[src/rtl/pcpi_arb_pkg.sv]
// pcpi_arb_pkg: shared types, data width and grant-id sizing for the PCPI coprocessor arbiter.
package pcpi_arb_pkg;
    localparam int XLEN = 32;

    typedef enum logic [1:0] {IDLE, BUSY, RESP, COOL} state_t;

    function automatic int gid_w(input int n);
        return n > 1 ? $clog2(n) : 1;
    endfunction
endpackage

[src/rtl/pcpi_copro_arb_if.sv]
// pcpi_copro_arb_if: core-side PCPI port plus the broadcast coprocessor bus; slave = arbiter view.
interface pcpi_copro_arb_if #(
    parameter int NUM_COPRO = 2
);
    import pcpi_arb_pkg::*;
    localparam int GW = gid_w(NUM_COPRO);

    logic                      pcpi_valid;
    logic [XLEN-1:0]           pcpi_insn;
    logic [XLEN-1:0]           pcpi_rs1;
    logic [XLEN-1:0]           pcpi_rs2;
    logic                      pcpi_wr;
    logic [XLEN-1:0]           pcpi_rd;
    logic                      pcpi_wait;
    logic                      pcpi_ready;
    logic [NUM_COPRO-1:0]      cp_valid;
    logic [XLEN-1:0]           cp_insn;
    logic [XLEN-1:0]           cp_rs1;
    logic [XLEN-1:0]           cp_rs2;
    logic [NUM_COPRO-1:0]      cp_wr;
    logic [NUM_COPRO*XLEN-1:0] cp_rd;
    logic [NUM_COPRO-1:0]      cp_wait;
    logic [NUM_COPRO-1:0]      cp_ready;
    logic [GW-1:0]             grant_id;
    logic                      multi_ready;
    logic                      timeout;

    modport slave (
        input  pcpi_valid, pcpi_insn, pcpi_rs1, pcpi_rs2, cp_wr, cp_rd, cp_wait, cp_ready,
        output pcpi_wr, pcpi_rd, pcpi_wait, pcpi_ready, cp_valid, cp_insn, cp_rs1, cp_rs2,
               grant_id, multi_ready, timeout
    );

    modport master (
        output pcpi_valid, pcpi_insn, pcpi_rs1, pcpi_rs2, cp_wr, cp_rd, cp_wait, cp_ready,
        input  pcpi_wr, pcpi_rd, pcpi_wait, pcpi_ready, cp_valid, cp_insn, cp_rs1, cp_rs2,
               grant_id, multi_ready, timeout
    );
endinterface

[src/rtl/pcpi_arb_prio_enc.sv]
// pcpi_arb_prio_enc: lowest-index winner of the cp_ready vector plus any/multiple flags.
module pcpi_arb_prio_enc
    import pcpi_arb_pkg::*;
#(
    parameter int NUM_COPRO = 2
) (
    input  logic [NUM_COPRO-1:0]           ready_i,
    output logic [gid_w(NUM_COPRO)-1:0]    id_o,
    output logic                           any_o,
    output logic                           multi_o
);
    localparam int W = gid_w(NUM_COPRO);

    always_comb begin
        id_o = '0;
        for (int i = NUM_COPRO - 1; i >= 0; i--)
            if (ready_i[i]) id_o = i[W-1:0];
    end

    assign any_o   = |ready_i;
    assign multi_o = $countones(ready_i) > 1;
endmodule

[src/rtl/pcpi_copro_arb.sv]
// pcpi_copro_arb: broadcasts one PicoRV32 PCPI request to NUM_COPRO coprocessors and returns the first claim.
// Build option: define PCPI_ARB_TIMEOUT_EN to abort requests that no coprocessor claims.
module pcpi_copro_arb
    import pcpi_arb_pkg::*;
#(
    parameter int NUM_COPRO = 2,
    parameter int TIMEOUT   = 16
) (
    input logic             clk,
    input logic             reset,
    pcpi_copro_arb_if.slave bus
);
    localparam int GW = gid_w(NUM_COPRO);

    if (NUM_COPRO < 2 || TIMEOUT < 2) begin : g_cfg_err
        $error("pcpi_copro_arb: NUM_COPRO and TIMEOUT must both be at least 2");
    end

    state_t          state_q, state_d;
    logic [XLEN-1:0] insn_q, rs1_q, rs2_q, rd_q;
    logic [GW-1:0]   gid_q, win_id;
    logic            wr_q, ready_q, multi_q, tmo_q;
    logic            any_rdy, multi, busy, idle_go, abort, grant, expire;

    pcpi_arb_prio_enc #(.NUM_COPRO(NUM_COPRO)) u_enc (
        .ready_i (bus.cp_ready),
        .id_o    (win_id),
        .any_o   (any_rdy),
        .multi_o (multi)
    );

    assign busy    = state_q == BUSY;
    assign idle_go = state_q == IDLE && bus.pcpi_valid;
    assign abort   = busy && !bus.pcpi_valid;
    assign grant   = busy && bus.pcpi_valid && any_rdy;

`ifdef PCPI_ARB_TIMEOUT_EN
    localparam int CW = $clog2(TIMEOUT);
    logic [CW-1:0] cnt_q;
    logic          stall;

    // A cycle with neither wait nor ready is the only kind that ages the request.
    assign stall  = busy && !any_rdy && !(|bus.cp_wait);
    assign expire = stall && bus.pcpi_valid && cnt_q == CW'(TIMEOUT - 1);

    always_ff @(posedge clk or posedge reset)
        if (reset) cnt_q <= '0;
        else if (idle_go) cnt_q <= '0;
        else if (stall) cnt_q <= cnt_q + 1'b1;
`else
    assign expire = 1'b0;
`endif

    always_comb begin
        state_d = state_q;
        unique case (state_q)
            IDLE:    state_d = bus.pcpi_valid ? BUSY : IDLE;
            BUSY:    state_d = (abort || expire) ? IDLE : grant ? RESP : BUSY;
            RESP:    state_d = COOL;
            default: state_d = IDLE;
        endcase
    end

    always_ff @(posedge clk or posedge reset)
        if (reset) begin
            state_q <= IDLE;
            insn_q  <= '0;
            rs1_q   <= '0;
            rs2_q   <= '0;
            rd_q    <= '0;
            gid_q   <= '0;
            wr_q    <= 1'b0;
            ready_q <= 1'b0;
            multi_q <= 1'b0;
            tmo_q   <= 1'b0;
        end else begin
            state_q <= state_d;
            ready_q <= grant;
            wr_q    <= grant && bus.cp_wr[win_id];
            multi_q <= grant && multi;
            tmo_q   <= expire;
            if (idle_go) begin
                insn_q <= bus.pcpi_insn;
                rs1_q  <= bus.pcpi_rs1;
                rs2_q  <= bus.pcpi_rs2;
            end
            if (grant) begin
                rd_q  <= bus.cp_rd[XLEN*win_id +: XLEN];
                gid_q <= win_id;
            end
        end

    assign bus.pcpi_wr     = wr_q;
    assign bus.pcpi_rd     = rd_q;
    assign bus.pcpi_ready  = ready_q;
    assign bus.pcpi_wait   = busy && |bus.cp_wait;
    assign bus.cp_valid    = {NUM_COPRO{busy}};
    assign bus.cp_insn     = insn_q;
    assign bus.cp_rs1      = rs1_q;
    assign bus.cp_rs2      = rs2_q;
    assign bus.grant_id    = gid_q;
    assign bus.multi_ready = multi_q;
    assign bus.timeout     = tmo_q;
endmodule

[src/flat_wrapper.sv]
// flat-port wrapper written by rule: the top's interface ports become plain ports
module pcpi_copro_arb_flat import pcpi_arb_pkg::*;
#(
    parameter int NUM_COPRO = 2,
    parameter int TIMEOUT   = 16
)
  (clk, reset, bus_pcpi_valid, bus_pcpi_insn, bus_pcpi_rs1, bus_pcpi_rs2, bus_cp_wr, bus_cp_rd, bus_cp_wait, bus_cp_ready, bus_pcpi_wr, bus_pcpi_rd, bus_pcpi_wait, bus_pcpi_ready, bus_cp_valid, bus_cp_insn, bus_cp_rs1, bus_cp_rs2, bus_grant_id, bus_multi_ready, bus_timeout);
  pcpi_copro_arb_if #(.NUM_COPRO(NUM_COPRO)) bus_i ();
  input logic clk;
  input logic reset;
  input wire logic [$bits(bus_i.pcpi_valid)-1:0] bus_pcpi_valid;
  input wire logic [$bits(bus_i.pcpi_insn)-1:0] bus_pcpi_insn;
  input wire logic [$bits(bus_i.pcpi_rs1)-1:0] bus_pcpi_rs1;
  input wire logic [$bits(bus_i.pcpi_rs2)-1:0] bus_pcpi_rs2;
  input wire logic [$bits(bus_i.cp_wr)-1:0] bus_cp_wr;
  input wire logic [$bits(bus_i.cp_rd)-1:0] bus_cp_rd;
  input wire logic [$bits(bus_i.cp_wait)-1:0] bus_cp_wait;
  input wire logic [$bits(bus_i.cp_ready)-1:0] bus_cp_ready;
  output wire logic [$bits(bus_i.pcpi_wr)-1:0] bus_pcpi_wr;
  output wire logic [$bits(bus_i.pcpi_rd)-1:0] bus_pcpi_rd;
  output wire logic [$bits(bus_i.pcpi_wait)-1:0] bus_pcpi_wait;
  output wire logic [$bits(bus_i.pcpi_ready)-1:0] bus_pcpi_ready;
  output wire logic [$bits(bus_i.cp_valid)-1:0] bus_cp_valid;
  output wire logic [$bits(bus_i.cp_insn)-1:0] bus_cp_insn;
  output wire logic [$bits(bus_i.cp_rs1)-1:0] bus_cp_rs1;
  output wire logic [$bits(bus_i.cp_rs2)-1:0] bus_cp_rs2;
  output wire logic [$bits(bus_i.grant_id)-1:0] bus_grant_id;
  output wire logic [$bits(bus_i.multi_ready)-1:0] bus_multi_ready;
  output wire logic [$bits(bus_i.timeout)-1:0] bus_timeout;
  assign bus_i.pcpi_valid = bus_pcpi_valid;
  assign bus_i.pcpi_insn = bus_pcpi_insn;
  assign bus_i.pcpi_rs1 = bus_pcpi_rs1;
  assign bus_i.pcpi_rs2 = bus_pcpi_rs2;
  assign bus_i.cp_wr = bus_cp_wr;
  assign bus_i.cp_rd = bus_cp_rd;
  assign bus_i.cp_wait = bus_cp_wait;
  assign bus_i.cp_ready = bus_cp_ready;
  assign bus_pcpi_wr = bus_i.pcpi_wr;
  assign bus_pcpi_rd = bus_i.pcpi_rd;
  assign bus_pcpi_wait = bus_i.pcpi_wait;
  assign bus_pcpi_ready = bus_i.pcpi_ready;
  assign bus_cp_valid = bus_i.cp_valid;
  assign bus_cp_insn = bus_i.cp_insn;
  assign bus_cp_rs1 = bus_i.cp_rs1;
  assign bus_cp_rs2 = bus_i.cp_rs2;
  assign bus_grant_id = bus_i.grant_id;
  assign bus_multi_ready = bus_i.multi_ready;
  assign bus_timeout = bus_i.timeout;
  pcpi_copro_arb #(.NUM_COPRO(NUM_COPRO), .TIMEOUT(TIMEOUT)) u_core (.clk(clk), .reset(reset), .bus(bus_i));
endmodule
[config.mk]
export PLATFORM = sky130hd
export DESIGN_NAME = pcpi_copro_arb_flat
export DESIGN_NICKNAME = d
export VERILOG_FILES = /design/src/rtl/pcpi_arb_pkg.sv /design/src/rtl/pcpi_copro_arb_if.sv /design/src/rtl/pcpi_arb_prio_enc.sv /design/src/rtl/pcpi_copro_arb.sv /design/src/flat_wrapper.sv
export SDC_FILE = /design/constraint.sdc
export NUM_CORES = 1
export LEC_CHECK = 0
export ABC_AREA = 0
export CORE_MARGIN = 4
export CORE_UTILIZATION = 40
export CTS_BUF_LIST = sky130_fd_sc_hd__clkbuf_8
export DETAILED_ROUTE_END_ITERATION = 6
export HOLD_SLACK_MARGIN = 0.08
export PLACE_DENSITY = 0.91
export SYNTH_ARGS = -nofsm -noshare
export SYNTH_HDL_FRONTEND = slang
export SYNTH_SLANG_ARGS = --single-unit
[constraint.sdc]
create_clock -name clk -period 4.6 [get_ports clk]
set_input_delay 0.69 -clock clk [delete_from_list [all_inputs] [get_ports clk]]
set_output_delay 0.69 -clock clk [all_outputs]
set_load 0.01 [all_outputs]
==> impl_metrics.ini, run 1 <==
[run_status]
status = finished, final reports clean

[timing]
finalHoldWorstSlack_ns = 0.509
tns_ns = 0
setup_ws_ns = 2.09
max_freq_mhz = 399
finalHoldViolCount = 0
worstMarginPinSlew_ns = 0.922
skew_ns = 0.00759
slew_viol_final = 0
fin_crit_ns = 2.51
setup_violations = 0
slew_headroom = 0.384
rsz0062_at_grt = no
fin_crit_sh = 0.545

[floorplan]
ios = 305
die_area_um2 = 15500
fp.dieH_um = 125
fp.coreArea_um2 = 13300
die_width_um = 125
num_rows = 42
start_util = 0.409

[worst_setup_path]
cp-end-kind = primary output
reg2reg_to = u_core.bus.cp_rs1[8]$_DFFE_PP0N_
critical_path.max_stage_delay_ns = 0.53
cp_max_fo = 1
reg2regPathDepth = 3
crit_top_cell = clkdlybuf4s50_1
crit_required_ns = 3.91
crit_type = primary input to primary output
worstReg2RegStart = u_core.state_q[1]$_DFF_PP0_
start_kind = primary input
rrSetupSlack_ns = 2.43
cp_data_arrival_time_ns = 1.82
worstPathCellList = clkdlybuf4s50_1, o21a_1, clkdlybuf4s50_1
slowest_stage = clkdlybuf4s50_1

[clock_tree]
tritoncts = done
clkTransAtPathRegs_ns = 0.06
h-tree-depth = 4
clk_latency_ns = 0.43
holdBufCountCts = 0
clock-sinks = 134
post_cts_resized = 0
cts-buffers-inserted = 17
root_buffer = clkbuf_8
clockBufferDepth = 2
cts_setup_buffers = 0

[route]
drt_iter0_drc = 108
antenna_left = 0
drt_pass1_iterations = 4
dr_total_vias = 3957
wire_per_inst_um = 18.3
via_per_inst = 4.76
postRouteWirelength_um = 15200
drc_errors = 0

[synthesis]
yosys_warnings = 0
syn-cell-area_um2 = 5430
yosys.area.top_type = dfrtp_1
syn_inst = 333
yosys.area.top_type_share = 0.617
synth_fp_nets = 502
netlist_top_cells_area = dfrtp_1 62%, mux2_2 33%, buf_6 1.5%, buf_4 1.1%, buf_2 0.46%
yosysUniqueCellTypes = 19
ys_seq_area_frac = 0.617
synth_seq_cells = 134
synth.avg_cell_area_um2 = 16.3

[job]
drv_cap = 0

[power_and_ir_drop]
finalPower_mw = 5.84
p_leak_nw = 3.70
powerDensity_nw_per_um2 = 645
ir_drop_uv = 410

[global_route]
grt_max_degree = 78
gr-usage-all-layers = 0.203
grt_pass1_vias = 4680
gr-usage-met3 = 0.0870
grt_first_pass_wirelength_um = 25000
busiest_layer = met2
grt_use_met1 = 0.200
antenna_found_initial = 0
grt.overflow.total = 0
grt_use_met2 = 0.372

[final_layout]
stdcell_count = 831
drive_above_1_share = 0.307
finalInstanceArea_um2 = 9060
syn2layout_area_growth_pct = 66.7
nNetsFinal = 811
insertedDiodeCount = 0
fin_util = 0.681

[hold_path]
min_to = u_core.bus.pcpi_rd[25]$_DFFE_PP0P_
hp-class = flop to flop
worstHoldPathCells = 1
min-delay-start = u_core.bus.pcpi_rd[25]$_DFFE_PP0P_

[place]
placed_area_um2 = 8610
io_buffers = 303
dp.cells = 799
pre_cts_ws_ns = 1.67
dp_hpwl_um = 11800
place.gp.congestion = 0.851
-- cell families after synthesis --
group	synth area share
compound gates	0.00668
buf+inv	0.0322
flops	0.617
mux	0.333
other cells	0.000690
simple gates	0.00990
-- cell type report --
cell class                      instances  area (µm²)
Multi-Input combinational cell        176        1910
Clock inverter                         11         155
Tap cell                              176         220
Timing Repair Buffer                  310        3110
Inverter                                3        13.8
Sequential cell                       134        3350
Fill cell                             922        4240
Clock buffer                           21         289
-- cell usage in the layout, fill, tap and decap left out, types with 3 or more instances in the layout --
cell / count
a21oi_1: 3
clkinv_2: 3
buf_4: 5
mux2_2: 160
bufinv_16: 4
inv_1: 4
clkbuf_8: 21
dfrtp_1: 134
clkdlybuf4s50_1: 303
-- worst max-delay path: cells and delay by family --
family,cells,cell delay (ns)
AO/OA/AOI/OAI,1,0.13
buffers and inverters,2,1.00
-- how the worst max path moves through the flow --
stage	from	to	cells past startpoint
6_report	bus_cp_wait[1]	bus_pcpi_wait	3
3_5_place_dp	bus_pcpi_valid	u_core.bus.cp_rs2[25]$_DFFE_PP0N_	4
5_1_grt	u_core.state_q[0]$_DFF_PP0_	bus_pcpi_wait	3
3_3_place_gp	bus_pcpi_valid	u_core.bus.cp_rs1[6]$_DFFE_PP0N_	4
2_1_floorplan	reset	u_core.bus.cp_insn[0]$_DFFE_PP0N_	1
4_1_cts	u_core.state_q[0]$_DFF_PP0_	bus_pcpi_wait	3
-- cell usage after synthesis --
library cell    n
a21oi_1         3
and3_1          1
and3b_1         1
buf_2           5
buf_4           8
buf_6           7
conb_1          1
dfrtp_1       134
inv_1           2
inv_2           1
mux2_2        160
mux2i_1         1
nor2_1          2
nor2b_1         2
nor3b_2         1
o21a_1          1
o21ai_0         1
o21ai_2         1
or3_1           1
-- sequential cells by signal, summed over array words and instances (netlist names) --
register and flops:
u_core.bus.grant_id 1, u_core.bus.pcpi_ready 1, u_core.bus.pcpi_wr 1, u_core.bus.multi_ready 1
u_core.bus.cp_insn 32, u_core.bus.pcpi_rd 32, u_core.state_q 2, u_core.bus.cp_rs2 32
u_core.bus.cp_rs1 32
-- power breakdown --
part / leakage (nW) / switching (mW) / internal, mW
registers: 1.58 / 0.324 / 1.77
logic: 1.88 / 0.960 / 1.71
clock network: 0.239 / 0.433 / 0.642
total: 3.70 / 1.72 / 4.12
-- routing by layer --
metal,vias to the layer above,wire length (µm)
met2,199,8300
met1,1929,5190
met4,0,440
met5,-,0
met3,33,1320
li1,1796,-
No activity file was read; power rests on OpenSTA's default activity.
==> run 2, diff against run 1 <==
- clock period: 4.6 -> 2.5 ns (I/O delays scaled with it)
==> run 2 against run 1 <==
Against the previous run:
- sequential power grew 84%
- wire length increased by 2.2%
- highest routed layer unchanged
- global-route usage up 0.19 points
- first-iteration DRC count is 29% higher
- critical endpoint unchanged
- sequential cell count stayed put
- final cell count decreased by 0.12%
- critical path type is now flop to primary output
- via count fell by 0.25%
- die area unchanged
- worst hold slack lost 0.079 ns
- critical path depth did not move
==> impl_metrics.ini, run 2 (synthesis gave the netlist of run 1 again) <==
[worst_setup_path]
cp_max_fo = 5
crit_cells = 3
critical_path.max_stage_delay_ns = 0.52
path_buf_inv = 1
worstPathCellList = nor2b_1, o21a_1, clkdlybuf4s50_1
start_kind = flop
reg2regPathDepth = 5
startpoint = u_core.state_q[0]$_DFF_PP0_
reg2reg_to = u_core.bus.pcpi_rd[23]$_DFFE_PP0P_
rrSetupSlack_ns = 0.85
crit_required_ns = 2.12
cp_data_arrival_time_ns = 1.90
worstReg2RegStart = u_core.state_q[1]$_DFF_PP0_
crit_family = buffers and inverters
cp-endpoint = bus_pcpi_wait
crit_type = flop to primary output
slowest_stage = clkdlybuf4s50_1
cp-end-kind = primary output

[global_route]
antenna_found_initial = 0
grt_max_degree = 73
grt.overflow.total = 0
grt_first_pass_wirelength_um = 24900
gr-usage-all-layers = 0.205
grt_pass1_vias = 4641

[final_layout]
fillers = 922
stdcell_count = 830
finalInstanceArea_um2 = 9060
syn2layout_area_growth_pct = 66.8
layout_common_cells = 303 x clkdlybuf4s50_1, 160 x mux2_2, 134 x dfrtp_1, 22 x clkbuf_8, 6 x buf_12
drive_above_1_share = 0.306
layout_commonest_cell = clkdlybuf4s50_1
insertedDiodeCount = 0
nNetsFinal = 810

[timing]
skew_ns = 0.00544
rsz0062_at_grt = no
fin_crit_sh = 0.912
fin_crit_ns = 2.28
setup_violations = 0
tns_ns = 0
slew_viol_final = 0
max_freq_mhz = 439
finalHoldViolCount = 0

[power_and_ir_drop]
ir_drop_uv = 752
p_leak_nw = 3.68
finalPower_mw = 10.6
powerDensity_nw_per_um2 = 1170

[route]
via_per_inst = 4.76
drt_pass1_iterations = 4
antenna_left = 0
wl_met2_um = 8540
dr_total_vias = 3947
wire_per_inst_um = 18.8
drt_iter0_drc = 139
wl_met3_um = 1430
postRouteWirelength_um = 15600
wl_met1_um = 5310
highest_layer = met4
drc_errors = 0

[clock_tree]
clockBufferDepth = 2
h-tree-depth = 4
holdBufCountCts = 0
clkTransAtPathRegs_ns = 0.07
clock-sinks = 134
root_buffer = clkbuf_8
clk_latency_ns = 0.43
post_cts_resized = 0
cts_setup_buffers = 0
cts-buffers-inserted = 17
tritoncts = done

[place]
dp_hpwl_um = 12100
io_buffers = 303
placed_area_um2 = 8660
place.gp.congestion = 0.939
dp.cells = 798

[floorplan]
num_rows = 42
die_width_um = 125
start_util = 0.409
die_area_um2 = 15500
fp.dieH_um = 125
ios = 305
fp.coreArea_um2 = 13300

[job]
drv_cap = 0

[run_status]
status = finished, final reports clean

[hold_path]
hp-class = primary input to asynchronous set/reset pin
-- run 2: cell types whose count changed in the layout (fill, tap and decap cells not counted), sizes merged --
cell      before  now
clkinvlp       0    4
bufinv         4    2
clkinv         4    2
buf            7    6
clkbuf        21   22
inv            6    5
-- run 2: power breakdown --
group	leakage [nW]	internal (mW)	total, mW	switching [mW]
sequential	1.58	3.27	3.87	0.606
combinational	1.89	3.15	4.92	1.76
clock	0.211	1.00	1.80	0.796
total	3.68	7.43	10.6	3.16
-- run 2: worst min path at each step --
stage | start | endpoint | depth (start not counted)
floorplan | bus_cp_ready[0] | u_core.bus.grant_id$_DFFE_PP0P_ | 1
global placement | u_core.bus.cp_rs1[11]$_DFFE_PP0N_ | u_core.bus.cp_rs1[11]$_DFFE_PP0N_ | 1
detailed placement | u_core.bus.cp_insn[25]$_DFFE_PP0N_ | u_core.bus.cp_insn[25]$_DFFE_PP0N_ | 1
CTS | reset | u_core.bus.cp_rs2[12]$_DFFE_PP0N_ | 3
global route | reset | u_core.bus.cp_insn[2]$_DFFE_PP0N_ | 3
finish | reset | u_core.bus.cp_insn[6]$_DFFE_PP0N_ | 3
-- run 2: per-layer routing --
metal / vias to the layer above / global-route usage
li1: 1792 / -
met1: 1939 / 0.201
met2: 193 / 0.376
met3: 23 / 0.0965
met4: 0 / 0.0703
met5: - / 0
-- run 2: area by class of cell --
cell class | instances | area, µm² | area share
clock buffers | 22 | 303 | 0.0334
clock inverters | 10 | 104 | 0.0115
inverters | 3 | 15.0 | 0.00166
multi-input cells | 176 | 1910 | 0.211
flip-flops and latches | 134 | 3350 | 0.370
well taps | 176 | 220 | 0.0243
repair buffers | 309 | 3150 | 0.348
-- run 2: through the flow --
stage	hold slack, ns	setup WS, ns	util
global placement	0.488	0.412	0.651
floorplan	0.461	0.460	-
detailed placement	0.495	0.359	0.651
finish	0.430	0.220	0.682
global route	0.434	0.0623	0.682
CTS	0.418	0.189	0.682
-- run 2: worst register-to-register path, stage by stage, from the launching register on --
cell and delay, ns:
dfrtp_1 0.46, and3b_1 0.32, o21ai_2 0.10, inv_2 0.08
buf_12 0.20, mux2_2 0.38
